`src/rtl/rom_fetch_ctrl_if.sv`:
```
// Fetch-side bundle between rom_fetch_ctrl, the instruction ROM and decode.
// master = the fetch controller; slave = the ROM/decode/branch environment.
interface rom_fetch_ctrl_if;
  logic        Redirect;
  logic [31:0] RedirectPC;
  logic        InstrReady;
  logic        InstrValid;
  logic [31:0] Instr;
  logic [31:0] InstrPC;
  logic        nrd;
  logic [31:0] Address;
  logic [31:0] RomData;
  logic        Fault;

  modport master (
    input  Redirect, RedirectPC, InstrReady, RomData,
    output InstrValid, Instr, InstrPC, nrd, Address, Fault
  );

  modport slave (
    output Redirect, RedirectPC, InstrReady, RomData,
    input  InstrValid, Instr, InstrPC, nrd, Address, Fault
  );
endinterface

```
`src/rtl/rom_fetch_ctrl.sv`:
```
// Instruction fetch controller: owns fetch PC, strobes the ROM, queues words in a prefetch FIFO.
// Define FETCH_FAULT_EN to build the alignment/range check and the sticky FAULT state.
module rom_fetch_ctrl #(
  parameter logic [31:0] RESET_PC   = 32'h0000_0000,
  parameter int unsigned ROM_BYTES  = 100,
  parameter int unsigned FIFO_DEPTH = 2
) (
  input logic              CLK,
  input logic              Reset,
  rom_fetch_ctrl_if.master bus
);
  localparam int unsigned PTR_W = $clog2(FIFO_DEPTH);
  localparam int unsigned CNT_W = PTR_W + 1;
  localparam logic [CNT_W-1:0] DEPTH_C = CNT_W'(FIFO_DEPTH);

  if (ROM_BYTES < 4 || FIFO_DEPTH < 2 || FIFO_DEPTH > 8 ||
      (FIFO_DEPTH & (FIFO_DEPTH - 1)) != 0) begin : g_cfg_check
    $error("rom_fetch_ctrl: unsupported ROM_BYTES/FIFO_DEPTH");
  end

  logic [31:0]      pc_q, pc_d;
  logic [PTR_W-1:0] wr_ptr_q, wr_ptr_d;
  logic [PTR_W-1:0] rd_ptr_q, rd_ptr_d;
  logic [CNT_W-1:0] count_q, count_d;
  logic [31:0]      data_mem [FIFO_DEPTH];
  logic [31:0]      pc_mem   [FIFO_DEPTH];

  logic head_vld;
  logic pop;
  logic push;
  logic room;
  logic fetch_ok;

  assign head_vld = (count_q != '0);
  assign pop      = head_vld & bus.InstrReady;
  // A pop this cycle frees the slot the push is about to fill.
  assign room     = (count_q < DEPTH_C) | pop;

`ifdef FETCH_FAULT_EN
  typedef enum logic {ST_FETCH, ST_FAULT} state_t;

  localparam logic [31:0] LAST_WORD = 32'(ROM_BYTES - 4);

  state_t state_q;
  logic   fault_q;
  logic   pc_bad;
  logic   redir_bad;
  logic   fault_now;

  assign pc_bad    = (pc_q[1:0] != 2'b00) | (pc_q > LAST_WORD);
  assign redir_bad = (bus.RedirectPC[1:0] != 2'b00) | (bus.RedirectPC > LAST_WORD);
  assign fault_now = !Reset & (state_q == ST_FETCH) & !bus.Redirect & pc_bad;
  assign fetch_ok  = !Reset & (state_q == ST_FETCH) & !pc_bad;

  always_ff @(posedge CLK or posedge Reset) begin
    if (Reset) begin
      state_q <= ST_FETCH;
      fault_q <= 1'b0;
    end else begin
      case (state_q)
        ST_FETCH: begin
          if (fault_now) begin
            state_q <= ST_FAULT;
            fault_q <= 1'b1;
          end
        end
        ST_FAULT: begin
          if (bus.Redirect && !redir_bad) begin
            state_q <= ST_FETCH;
            fault_q <= 1'b0;
          end
        end
      endcase
    end
  end

  // The detecting cycle flags combinationally; the register holds it afterwards.
  assign bus.Fault = fault_q | fault_now;
`else
  assign fetch_ok  = !Reset;
  assign bus.Fault = 1'b0;
`endif

  assign push = fetch_ok & !bus.Redirect & room;

  always_comb begin
    pc_d     = pc_q;
    wr_ptr_d = wr_ptr_q;
    rd_ptr_d = rd_ptr_q;
    count_d  = count_q;
    if (bus.Redirect) begin
      // Redirect wins: any same-cycle pop is dropped along with the queue.
      pc_d     = bus.RedirectPC;
      wr_ptr_d = '0;
      rd_ptr_d = '0;
      count_d  = '0;
    end else begin
      if (push) begin
        pc_d     = pc_q + 32'd4;
        wr_ptr_d = wr_ptr_q + PTR_W'(1);
      end
      if (pop) begin
        rd_ptr_d = rd_ptr_q + PTR_W'(1);
      end
      if (push && !pop) begin
        count_d = count_q + CNT_W'(1);
      end else if (pop && !push) begin
        count_d = count_q - CNT_W'(1);
      end
    end
  end

  always_ff @(posedge CLK or posedge Reset) begin
    if (Reset) begin
      pc_q     <= RESET_PC;
      wr_ptr_q <= '0;
      rd_ptr_q <= '0;
      count_q  <= '0;
    end else begin
      pc_q     <= pc_d;
      wr_ptr_q <= wr_ptr_d;
      rd_ptr_q <= rd_ptr_d;
      count_q  <= count_d;
    end
  end

  always_ff @(posedge CLK) begin
    if (push) begin
      data_mem[wr_ptr_q] <= bus.RomData;
      pc_mem[wr_ptr_q]   <= pc_q;
    end
  end

  // Head is forced to zero when empty so reset shows clean outputs.
  assign bus.InstrValid = head_vld;
  assign bus.Instr      = head_vld ? data_mem[rd_ptr_q] : 32'h0;
  assign bus.InstrPC    = head_vld ? pc_mem[rd_ptr_q] : 32'h0;
  assign bus.nrd        = !push;
  assign bus.Address    = pc_q;
endmodule

```
`src/flat_wrapper.sv`:
```
// flat-port wrapper written by rule: the top's interface ports become plain ports
module rom_fetch_ctrl_flat 
#(
  parameter logic [31:0] RESET_PC   = 32'h0000_0000,
  parameter int unsigned ROM_BYTES  = 100,
  parameter int unsigned FIFO_DEPTH = 2
)
  (CLK, Reset, bus_Redirect, bus_RedirectPC, bus_InstrReady, bus_RomData, bus_InstrValid, bus_Instr, bus_InstrPC, bus_nrd, bus_Address, bus_Fault);
  rom_fetch_ctrl_if bus_i ();
  input logic CLK;
  input logic Reset;
  input wire logic [$bits(bus_i.Redirect)-1:0] bus_Redirect;
  input wire logic [$bits(bus_i.RedirectPC)-1:0] bus_RedirectPC;
  input wire logic [$bits(bus_i.InstrReady)-1:0] bus_InstrReady;
  input wire logic [$bits(bus_i.RomData)-1:0] bus_RomData;
  output wire logic [$bits(bus_i.InstrValid)-1:0] bus_InstrValid;
  output wire logic [$bits(bus_i.Instr)-1:0] bus_Instr;
  output wire logic [$bits(bus_i.InstrPC)-1:0] bus_InstrPC;
  output wire logic [$bits(bus_i.nrd)-1:0] bus_nrd;
  output wire logic [$bits(bus_i.Address)-1:0] bus_Address;
  output wire logic [$bits(bus_i.Fault)-1:0] bus_Fault;
  assign bus_i.Redirect = bus_Redirect;
  assign bus_i.RedirectPC = bus_RedirectPC;
  assign bus_i.InstrReady = bus_InstrReady;
  assign bus_i.RomData = bus_RomData;
  assign bus_InstrValid = bus_i.InstrValid;
  assign bus_Instr = bus_i.Instr;
  assign bus_InstrPC = bus_i.InstrPC;
  assign bus_nrd = bus_i.nrd;
  assign bus_Address = bus_i.Address;
  assign bus_Fault = bus_i.Fault;
  rom_fetch_ctrl #(.RESET_PC(RESET_PC), .ROM_BYTES(ROM_BYTES), .FIFO_DEPTH(FIFO_DEPTH)) u_core (.CLK(CLK), .Reset(Reset), .bus(bus_i));
endmodule
```
`config.mk`:
```
export PLATFORM = sky130hd
export DESIGN_NAME = rom_fetch_ctrl_flat
export DESIGN_NICKNAME = d
export VERILOG_FILES = /design/src/rtl/rom_fetch_ctrl_if.sv /design/src/rtl/rom_fetch_ctrl.sv /design/src/flat_wrapper.sv
export SDC_FILE = /design/constraint.sdc
export NUM_CORES = 1
export LEC_CHECK = 0
export BUFFER_PORTS_ARGS = -buffer_cell sky130_fd_sc_hd__buf_4
export CELL_PAD_IN_SITES_DETAIL_PLACEMENT = 1
export CELL_PAD_IN_SITES_GLOBAL_PLACEMENT = 2
export CORE_ASPECT_RATIO = 0.9
export CORE_UTILIZATION = 38
export DETAILED_ROUTE_END_ITERATION = 16
export GPL_ROUTABILITY_DRIVEN = 0
export PLACE_DENSITY_LB_ADDON = 0.2
export SETUP_SLACK_MARGIN = 0.4
export SYNTH_ARGS = -nofsm -noshare
export SYNTH_HDL_FRONTEND = slang
export SYNTH_SLANG_ARGS = --single-unit
```
`constraint.sdc`:
```
create_clock -name CLK -period 10.59 [get_ports CLK]
set_input_delay 0.5295 -clock CLK [delete_from_list [all_inputs] [get_ports CLK]]
set_output_delay 0.5295 -clock CLK [all_outputs]
set_load 0.1 [all_outputs]
```
==> results.md, run 1 <==
- FF-to-FF path depth: 5
- Clk_lat worst skew: roughly 0.42 ns
- Layout cells sized above 1: 0.3122
- CTS root buf: clkbuf_16
- N_diodes: 0
- Sequential-to-total area share from yosys stat: 0.7025
- Setup repair bufs after CTS: 0
- Synth Register Bits: ~160
- Worst Clk Skew: 0.006970 ns
- Crit path required time: around 11 ns
- Final period utilization: 0.2823
- Starting DRT DRC Count: 234
- Unrepaired setup endpoints after global routing: false
- ANT nets after route: 0
- CP Buf/Inv Count: 1
- Slowest cell on the critical path: buf_4
- Num CTS Buffers: 17
- Power Dens Cells: 200.4 nW/um^2
- # port buffers: ~170
- Largest stage delay, worst path: approximately 0.63 ns
- Worst-Margin Slew: 1.169 ns
- Max layer used: met4
- Residual DRC count: 0
- Final net count: about 700
- Final hold vios: 0
- Max VDD drop: roughly 0.11 mV
- CTS tree: built
- Hold Buf Count CTS: 0
- Critical Path Start Type: register
- Minimum clock period: around 3 ns
- GRT Util Overall: 0.1802
- Cells after synthesis: slightly below 500
- Sum of negative setup slack: 0 ns
- Post-CTS resize count: 0
- Delay-heaviest family, CP: simple AND/OR/NAND/NOR gates
- First-pass GRT wire length: between 20 and 25 mm
- Maximum clock frequency: 334.5 MHz
- CP Data Arrival Time: a little over 3 ns
- Die area: ~18,000 sq um
- Clk slew on worst S/H paths: 0.06 ns
- Top cells by area, synth: edfxtp_1, dfrtp_1, mux2i_1
- Final setup viols: 0
- Stages on worst setup path: 5
- Met3 wire len: between 800 and 900 um
- Outcome: complete, no violations
- Crit-path cells: nor2b_4 -> nor2_1 -> nand2_1 -> nor2_4 -> buf_4
- Synth cell types: 32
- Largest net degree at the start of global routing: 66
- Die Y: approximately 130 um
- Mean Syn Cell Area: between 10 and 15 sq um
- Drt first pass iters: 4
- Initial antenna violation count: 0
- Clock Sinks: ~160
- DR vias/cell: approximately 5
- Relative slew slack: 0.2210
- Worst hold path stage count: 1
- Synthesis warning total: 0
- Avg WL per Cell: between 15 and 20 um
- Vias: ~4,400
- DR WL met2: approximately 7.7 mm
- Max cap viols: 0
- Rows: 45
- Detailed Route WL: between 15 and 20 mm
- Critical Path Sink Type: register
- Synth-to-Final Area Change: 30.23%
- Overflow after GRT: 0
- Clock Tree Buf Depth: 2
- Die Wd: 142.5 um
- WS Path Type: register to register
- H-tree depth: 4
- Core footprint: between 15,000 and 20,000 sq um
- Pleak: 0.003336 uW
- Hold Crit Class: input pin to register
- Top Ports: ~170
- Syn Nets: 560
- Final Max Slew Viols: 0
- Setup ws final: roughly 7.6 ns
- Crit-path max FO: 50
- Yosys top cell area share: 0.5691
- Post-DP HPWL: about 11 mm
- Placement Setup Slack: between 7 and 8 ns
- Vias in the first global route: around 4,500
- Initial core utilization: 0.3946
- Mapped Area: approximately 6800 sq um
- Area leader, netlist: edfxtp_1
- Metal-1 WL: between 7 and 8 mm
- FILL cells: around 1,800
-- metal layers --
layer,track usage,vias up
met2,0.2930,124
met1,0.2356,2149
met4,0.06515,0
met5,0,-
met3,0.04392,16
li1,-,2082
-- cell type report --
cell class              instances  area (sq um)  share of cell area
inverters                       5         18.77            0.002134
clock buffers                  21         450.4             0.05121
repair buffers                167          1254              0.1425
multi-input cells             295          1902              0.2162
clock inverters                11         128.9             0.01465
flip-flops and latches        164          4748              0.5398
well taps                     235         294.0             0.03343
-- path summary, 6_finish.rpt --
| path | startpoint | slack (ns) | endpoint |
|---|---|---|---|
| max | u_core.count_q[1] | 7.60 | u_core.pc_mem[0][17] |
| min | bus_RomData[22] | 0.29 | u_core.data_mem[1][22] |
| max reg2reg | u_core.count_q[1] | 7.60 | u_core.pc_mem[0][17] |
| min reg2reg | u_core.bus.Address[1] | 0.50 | u_core.pc_mem[1][1] |
| max in group asynchronous | Reset | 9.61 | u_core.rd_ptr_q |
| min in group asynchronous | Reset | 0.37 | u_core.bus.Address[6] |
-- cells in the mapped netlist, drive strengths merged --
library cell and count:
nor2b 1, nand4 13, dfrtp 36, ha 1, edfxtp 128, buf 12, o21ai 31, inv 5
mux2i 66, a21oi 2, nor3 5, nand3 12, mux2 2, nor4 2, nand2 39, a31oi 3
xor2 22, conb 1, or2 1, a211oi 1, xnor2 7, and2 2, and4 3, nor2 74
and3 5, clkbuf 15, or3 2
-- state kept, by name, indices dropped and copies added (netlist names) --
name and count:
u_core.bus.Address 32, u_core.pc_mem 64, u_core.wr_ptr_q 1, u_core.rd_ptr_q 1
u_core.data_mem 64, u_core.count_q 2
-- report_power, final --
part	leakage, uW	internal (uW)	switching [uW]	total [uW]
Clock	0.000273	355	244	600
Sequential	0.00162	736	39.7	776
Combinational	0.00145	88.1	300	388
-- per-stage QoR --
| stage | cell area [sq um] | utilization | power [uW] | hold slack (ns) | cells |
|---|---|---|---|---|---|
| 3_5_place_dp | 8217 | 0.4800 | 1181 | 0.4885 | 866 |
| 2_1_floorplan | 6754 | - | 1076 | 0.5238 | 491 |
| 5_1_grt | 8796 | 0.5139 | 1824 | 0.2705 | 898 |
| 3_3_place_gp | 8217 | 0.4800 | 1174 | 0.4789 | 866 |
| 4_1_cts | 8796 | 0.5139 | 1782 | 0.2735 | 898 |
| 6_report | 8796 | 0.5139 | 1763 | 0.2950 | 898 |
-- cells by family (layout without fill, tap and decap cells) --
family,Yosys count,in the layout,synth area share
other,1,1,0.0005552
DFF,164,164,0.7025
muxes,68,68,0.1011
buffers and inverters,32,204,0.01964
and+or+nand+nor,159,159,0.1084
adders and majority gates,1,1,0.001852
xor gates and xnor gates,29,29,0.03761
AOI/OAI and AO/OA,37,37,0.02834
-- cell usage in the layout (no fill, tap or decap), types with 7 or more instances in the layout --
cell       count
buf_4        167
edfxtp_1     128
nor2_1        72
mux2i_1       66
nand2_1       39
dfrtp_1       35
xor2_1        22
o21ai_1       22
clkbuf_16     17
nand4_1       13
nand3_1       11
o21ai_0        9
xnor2_1        7
Power figures use the tool's default switching activity.
==> run 2, diff against run 1 <==
ABC_AREA = 1   (was unset)
CORE_UTILIZATION = 33   (was 38)
clock period = 2.9 ns   (was 10.59 ns; I/O delays follow)
==> run 2 against run 1 <==
  * First-iteration DRC count up 41%
  * Non-clock buffer count up 52
  * Sequential power rose to 3.8 times the previous value
  * Sequential share of layout area down 6.2 points
  * Utilization down 5.4 points
  * Final cell count up 41%
  * Sequential cell count unchanged
==> results.md, run 2 <==
- Final setup viols: 0 (unchanged)
- Power Dens Cells: 775.4 nW/um^2 (was 200.4 nW/um^2)
- FFs w/ async S/R, synth: 0.2195 (unchanged)
- Outcome: complete, no violations (unchanged)
- First-pass GRT wire length: 34.41 mm (was 24.49 mm)
- Die Wd: 158.7 um (was 142.5 um)
- Largest stage delay, worst path: 0.63 ns (about the same)
- Top Ports: 167 (unchanged)
- Worst Clk Skew: 0.01141 ns (was 0.006970 ns)
- Clk slew on worst S/H paths: 0.07 ns (was 0.06 ns)
- DR vias/cell: 4.738 (was 4.867)
- Most frequent cells in the layout: nand2_1, buf_4, edfxtp_1 (was buf_4, edfxtp_1, nor2_1)
- Final net count: 1,035 (was 719)
- CTS tree: built (unchanged)
- Most frequent cells after synthesis: nand2_1, edfxtp_1, a21oi_1 (was edfxtp_1, nor2_1, mux2i_1)
- Initial antenna violation count: 0 (unchanged)
- Detailed Route WL: 21.73 mm (was 15.91 mm)
- Setup repair bufs after CTS: 0 (unchanged)
- Most frequent cell after synthesis: nand2_1 (was edfxtp_1)
- Critical Path Start Type: register (unchanged)
- Total chip power: 7712 uW (was 1763 uW)
- Final hold vios: 0 (unchanged)
- Layout cells sized above 1: 0.2278 (was 0.3122)
- Minimum clock period: roughly 2.4 ns
- Max cap viols: 0 (unchanged)
- Maximum clock frequency: around 420 MHz
- Final Max Slew Viols: 0 (unchanged)
- Post-DP HPWL: 14.48 mm (was 10.51 mm)
- Final core utilization: 0.4598 (was 0.5139)
- Post-synth EDFFs: 128 (unchanged)
- Crit-path cells: inv_4 -> buf_16 -> nand2_1 -> a21oi_1 -> buf_6 (was nor2b_4 -> nor2_1 -> nand2_1 -> nor2_4 -> buf_4)
- Die Y: 143.0 um (was 128.5 um)
- Fin Hold WS: 0.01273 ns (was 0.2950 ns)
- Mean Syn Cell Area: 9.623 sq um (was 13.76 sq um)
- Vias in the first global route: 6,369 (was 4,504)
- Initial core utilization: 0.3372 (was 0.3946)
- Max VDD drop: 0.3435 mV (was 0.1076 mV)
- Rows: 51 (was 45)
- Synth-to-Final Area Change: 36.36% (was 30.23%)
- Mapped Area: 7294 sq um (was 6754 sq um)
- Sequential-to-total area share from yosys stat: 0.6504 (was 0.7025)
- GRT Util Overall: 0.1972 (was 0.1802)
- Largest net degree at the start of global routing: 66 (unchanged)
- H-tree depth: 4 (unchanged)
- Syn Nets: 827 (was 560)
- Area leader, netlist: edfxtp_1 (unchanged)
- Top cells by area, synth: edfxtp_1, nand2_1, dfrtp_1 (was edfxtp_1, dfrtp_1, mux2i_1)
- Relative slew slack: 0.4960 (was 0.2210)
- Critical Path Sink Type: primary output (was register)
- Crit-path max FO: 51 (was 50)
- Cells after synthesis: 758 (was 491)
- Synth cell types: 29 (was 32)
- Slowest cell on the critical path: dfrtp_4 (was buf_4)
- Commonest non-fill, non-tap cell in the layout: nand2_1 (was buf_4)
- Overflow after GRT: 0 (unchanged)
- N_diodes: 0 (unchanged)
- CTS root buf: clkbuf_16 (unchanged)
- Synthesis warning total: 0 (unchanged)
- Ys flop type: edfxtp_1 (unchanged)
- Num CTS Buffers: 17 (unchanged)
- Drt first pass iters: 4 (unchanged)
- Core footprint: 21,630 sq um (was 17,120 sq um)
- CP Data Arrival Time: 2.23 ns (was 3.04 ns)
- Avg WL per Cell: 17.11 um (was 17.72 um)
- # port buffers: 165 (unchanged)
- Vias: 6,017 (was 4,371)
- Clock Sinks: 164 (unchanged)
- Sum of negative setup slack: 0 ns (unchanged)
- WS Path Type: register to primary output (was register to register)
- Residual DRC count: 0 (unchanged)
- Synth Register Bits: 164 (unchanged)
- Clock Tree Buf Depth: 2 (unchanged)
- Final period utilization: 0.8183
- Yosys top cell area share: 0.5269 (was 0.5691)
- Clk_lat worst skew: 0.43 ns (was 0.42 ns)
- Crit path required time: 2.76 ns (was 10.64 ns)
- Unrepaired setup endpoints after global routing: false (unchanged)
- Hold Crit Class: input pin to register (unchanged)
- Worst-Margin Slew: 0.7537 ns (was 1.169 ns)
- Starting DRT DRC Count: 329 (was 234)
- Die area: 22,700 sq um (was 18,310 sq um)
- Pleak: 0.004176 uW (was 0.003336 uW)
- ANT nets after route: 0 (unchanged)
==> run 2: changes by cell type after synthesis, moves of 6 or more <==
cell and change:
a21oi_1 +64, nor2_1 -22, o211ai_1 +8, inv_1 +46
o21ai_0 +9, xnor2_1 -6, mux2i_1 -66, nand4_1 -12
nand2_1 +270, o21ai_1 -22, xor2_1 -14, nand3_1 +16
==> run 2: logic make-up (layout without fill, tap and decap cells) <==
| family | count (synthesis) | count (layout) | share of synthesized area |
|---|---|---|---|
| AO/OA/AOI/OAI | 97 | 97 | 0.07153 |
| XOR/XNOR | 9 | 9 | 0.01081 |
| adder cells (fa/ha/maj) | 1 | 1 | 0.001715 |
| buffers and inverters | 87 | 308 | 0.05043 |
| flip-flops | 164 | 164 | 0.6504 |
| other | 1 | 1 | 0.0005141 |
| AND/OR/NAND/NOR | 399 | 399 | 0.2146 |
==> run 2: area by class of cell <==
cell class | count | area, sq um
Clock inverter | 15 | 147.6
Clock buffer | 17 | 425.4
Fill cell | 2420 | 11690
Tap cell | 291 | 364.1
Sequential cell | 164 | 4748
Timing Repair Buffer | 219 | 1832
Inverter | 57 | 225.2
Multi-Input combinational cell | 507 | 2205
==> run 2: path summary, 6_finish.rpt <==
kind,from,to,slack [ns],cells past startpoint
max reg2reg,u_core.count_q[1],u_core.bus.Address[22],0.70,7
min reg2reg,u_core.bus.Address[0],u_core.pc_mem[0][0],0.52,0
max in group asynchronous,Reset,u_core.rd_ptr_q,2.03,4
min,bus_RedirectPC[3],u_core.bus.Address[3],0.01,3
min in group asynchronous,Reset,u_core.count_q[0],0.47,4
max,u_core.rd_ptr_q,bus_InstrPC[13],0.53,5
==> run 2: timing repair <==
item / CTS / global route
hold buffers: 45 / 0
endpoints found under the setup margin: 14 / 21
resized for setup: 2 / 9
endpoints found under the hold margin: 112 / 0
==> run 2: stage by stage <==
step / instance area (sq um) / setup slack (ns) / std cells
2_1_floorplan: 7313 / 0.4359 / 758
3_3_place_gp: 8881 / 0.7917 / 1193
3_5_place_dp: 8881 / 0.7013 / 1193
4_1_cts: 9911 / 0.4044 / 1270
5_1_grt: 9947 / 0.4043 / 1270
6_report: 9947 / 0.5268 / 1270
==> run 2: critical path: cells and delay by family, from the launching register on <==
| kind | cells | cell delay [ns] |
|---|---|---|
| flip-flops | 1 | 0.63 |
| AND/OR/NAND/NOR | 1 | 0.09 |
| AO/OA/AOI/OAI | 1 | 0.30 |
| buffers and inverters | 3 | 0.77 |
==> run 2: per-layer routing <==
layer | wire, um | vias up | part of all wire | track usage
met5 | 0 | - | 0 | 0
met3 | 742 | 20 | 0.034 | 0.03572
met2 | 10680 | 131 | 0.49 | 0.3382
met1 | 10070 | 2964 | 0.46 | 0.2565
met4 | 238 | 0 | 0.011 | 0.05365
li1 | - | 2902 | - | -
==> run 2: report_power, final <==
group | internal [uW] | switching, uW | leakage (uW)
logic | 538 | 2070 | 0.00229
registers | 2720 | 191 | 0.00161
clock network | 1210 | 992 | 0.000275
==> run 3, diff against run 2 <==
ABC_AREA = 0   (was 1)
CORE_UTILIZATION = 32   (was 33)
clock period = 1.9 ns   (was 2.9 ns; I/O delays follow)
==> run 3 against run 2 <==
  * The flow now finishes with violations (negative setup slack)
  * Hold slack better by 0.072 ns
  * Sequential share of layout area fell by 9.9 points
  * Sequential cell count is the same
  * Via count shrank 12%
  * Non-clock buffer count grew 122
  * Register-to-register slack worse by 0.73 ns
  * Die area is 4.5% lower
  * Utilization up 15 points
  * Critical endpoint is now u_core.data_mem[0][10]
==> results.md, run 3 (same netlist as run 1, synthesis figures left out) <==
- Relative slew slack: 0.5680 (was 0.4960)
- Die Y: 139.8 um (was 143.0 um)
- Fin Hold WS: 0.08440 ns (was 0.01273 ns)
- H-tree depth: 4 (unchanged)
- Clk_lat worst skew: 0.42 ns (was 0.43 ns)
- Outcome: finished, violations left (was complete, no violations)
- Core footprint: 20,770 sq um (was 21,630 sq um)
- FILL cells: 1,917 (was 2,420)
- Rows: 50 (was 51)
- Critical Path Sink Type: register (was primary output)
- Power Dens Cells: 848.1 nW/um^2 (was 775.4 nW/um^2)
- Pleak: 0.004730 uW (was 0.004176 uW)
- Hold Crit Class: input pin to register (unchanged)
- ANT nets after route: 0 (unchanged)
- Die Wd: 155.1 um (was 158.7 um)
- Failing checks: negative setup slack
- Metal-1 WL: 9.940 mm (was 10.07 mm)
- Avg WL per Cell: 20.60 um (was 17.11 um)
- Initial antenna violation count: 1 (was 0)
- Crit-path cells: buf_6 -> nor2b_4 -> nor2_4 -> buf_12 -> nand2_8 -> nor2_4 -> buf_12 -> buf_6 -> buf_6 -> buf_12 (was inv_4 -> buf_16 -> nand2_1 -> a21oi_1 -> buf_6)
- Register-to-Register Setup Slack: -0.03 ns (was 0.70 ns)
- First-pass GRT wire length: 33.22 mm (was 34.41 mm)
- Vias in the first global route: 5,706 (was 6,369)
- Commonest non-fill, non-tap cell in the layout: buf_4 (was nand2_1)
- Max layer used: met4 (unchanged)
- DR vias/cell: 4.707 (was 4.738)
- WS Path Type: register to register (was register to primary output)
- Max cap viols: 0 (unchanged)
- CTS root buf: clkbuf_16 (unchanged)
- Max VDD drop: 0.5607 mV (was 0.3435 mV)
- CP Data Arrival Time: 2.06 ns (was 2.23 ns)
- Crit path required time: 2.03 ns (was 2.76 ns)
- Maximum clock frequency: roughly 520 MHz
- Minimum clock period: 1.929 ns
- Num CTS Buffers: 17 (unchanged)
- Drt first pass iters: 4 (unchanged)
- Dpl cell area: 9136 sq um (was 8881 sq um)
- Worst-Margin Slew: 0.6480 ns (was 0.7537 ns)
- Vias: 5,286 (was 6,017)
- Final net count: 893 (was 1,035)
- Most frequent cells in the layout: buf_4, edfxtp_1, nor2_4 (was nand2_1, buf_4, edfxtp_1)
- Final Cell Area: 12,770 sq um (was 9947 sq um)
- Crit-path max FO: 8 (was 51)
- Setup ws final: -0.02895 ns (was 0.5268 ns)
- Register area: 4827 sq um (was 4748 sq um)
- # port buffers: 165 (unchanged)
- Final hold vios: 0 (unchanged)
- Total chip power: 10,830 uW (was 7712 uW)
- Final Max Slew Viols: 0 (unchanged)
- Die area: 21,690 sq um (was 22,700 sq um)
- Clock Tree Buf Depth: 2 (unchanged)
- Largest stage delay, worst path: 0.43 ns (was 0.63 ns)
- Overflow after GRT: 0 (unchanged)
- Delay-heaviest family, CP: buffers and inverters (unchanged)
- Top Ports: 167 (unchanged)
- Starting DRT DRC Count: 177 (was 329)
- Met3 wire len: 930 um (was 742 um)
- Unrepaired setup endpoints after global routing: true (was false)
- Layout cells sized above 1: 0.5921 (was 0.2278)
- CTS tree: built (unchanged)
- Slowest cell on the critical path: dfrtp_2 (was dfrtp_4)
- Multi-input gate area: 2940 sq um (was 2205 sq um)
- Residual DRC count: 0 (unchanged)
- Clock Sinks: 164 (unchanged)
- Largest net degree at the start of global routing: 63 (was 66)
- GRT Util Overall: 0.2080 (was 0.1972)
- DR WL met2: 11.96 mm (was 10.68 mm)
- CP Buf/Inv Count: 6 (was 3)
- Initial core utilization: 0.3252 (was 0.3372)
- Detailed Route WL: 23.14 mm (was 21.73 mm)
- Final core utilization: 0.6148 (was 0.4598)
- Synth-to-Final Area Change: 89.05% (was 36.36%)
- Clk slew on worst S/H paths: 0.06 ns (was 0.07 ns)
- Final period utilization: 1.015
- Final setup viols: 34 (was 0)
- Post-DP HPWL: 11.74 mm (was 14.48 mm)
- Critical Path Start Type: register (unchanged)
- Worst Clk Skew: 0.01160 ns (was 0.01141 ns)
[run 3: area by class of cell]
type                    count  share of cell area
flip-flops and latches    164              0.3780
repair buffers            341              0.3210
multi-input cells         295              0.2303
clock buffers              18             0.03361
well taps                 286             0.02803
clock inverters            13            0.006761
inverters                   5            0.002058
diodes                      1           0.0001960
[run 3: where the power goes]
group          total, uW  internal [uW]  switching [uW]
clock network       3050           1660            1390
registers           4310           4130             178
logic               3470           1280            2180
[run 3: stage by stage]
stage	cells	setup slack, ns	setup TNS [ns]
final	1123	-0.02895	-0.4941
after CTS	1101	-0.006729	-0.03250
after detailed placement	934	0.08516	0
after global routing	1123	-0.08093	-3.737
after floorplan	491	-0.5034	-46.94
after global placement	934	0.1654	0
[run 3: per-layer routing]
| metal | up-vias | track usage |
|---|---|---|
| met5 | - | 0 |
| met3 | 22 | 0.04142 |
| met2 | 148 | 0.3630 |
| met4 | 0 | 0.05680 |
| met1 | 2670 | 0.2616 |
| li1 | 2446 | - |
[run 3: path summary, 6_finish.rpt]
check	depth (start not counted)	endpoint	from
max	10	u_core.data_mem[0][10]	u_core.count_q[1]
min	4	u_core.count_q[1]	bus_InstrReady
max reg2reg	10	u_core.data_mem[0][10]	u_core.count_q[1]
min reg2reg	0	u_core.pc_mem[1][1]	u_core.bus.Address[1]
max in group asynchronous	4	u_core.bus.Address[12]	Reset
min in group asynchronous	3	u_core.bus.Address[2]	Reset
[run 3: timing repair]
action	4_1_cts	5_1_grt
hold buffers	65	0
hold endpoints to repair	118	0
buffers inserted	51	16
pin swaps	17	39
resized for setup	211	68
endpoints found under the setup margin	222	226
gates cloned	20	5
[run 3: worst min-delay path: stages]
cell,delay (ns)
buf_4,0.15
nand2_1,0.09
nand2_1,0.07
a21oi_1,0.06
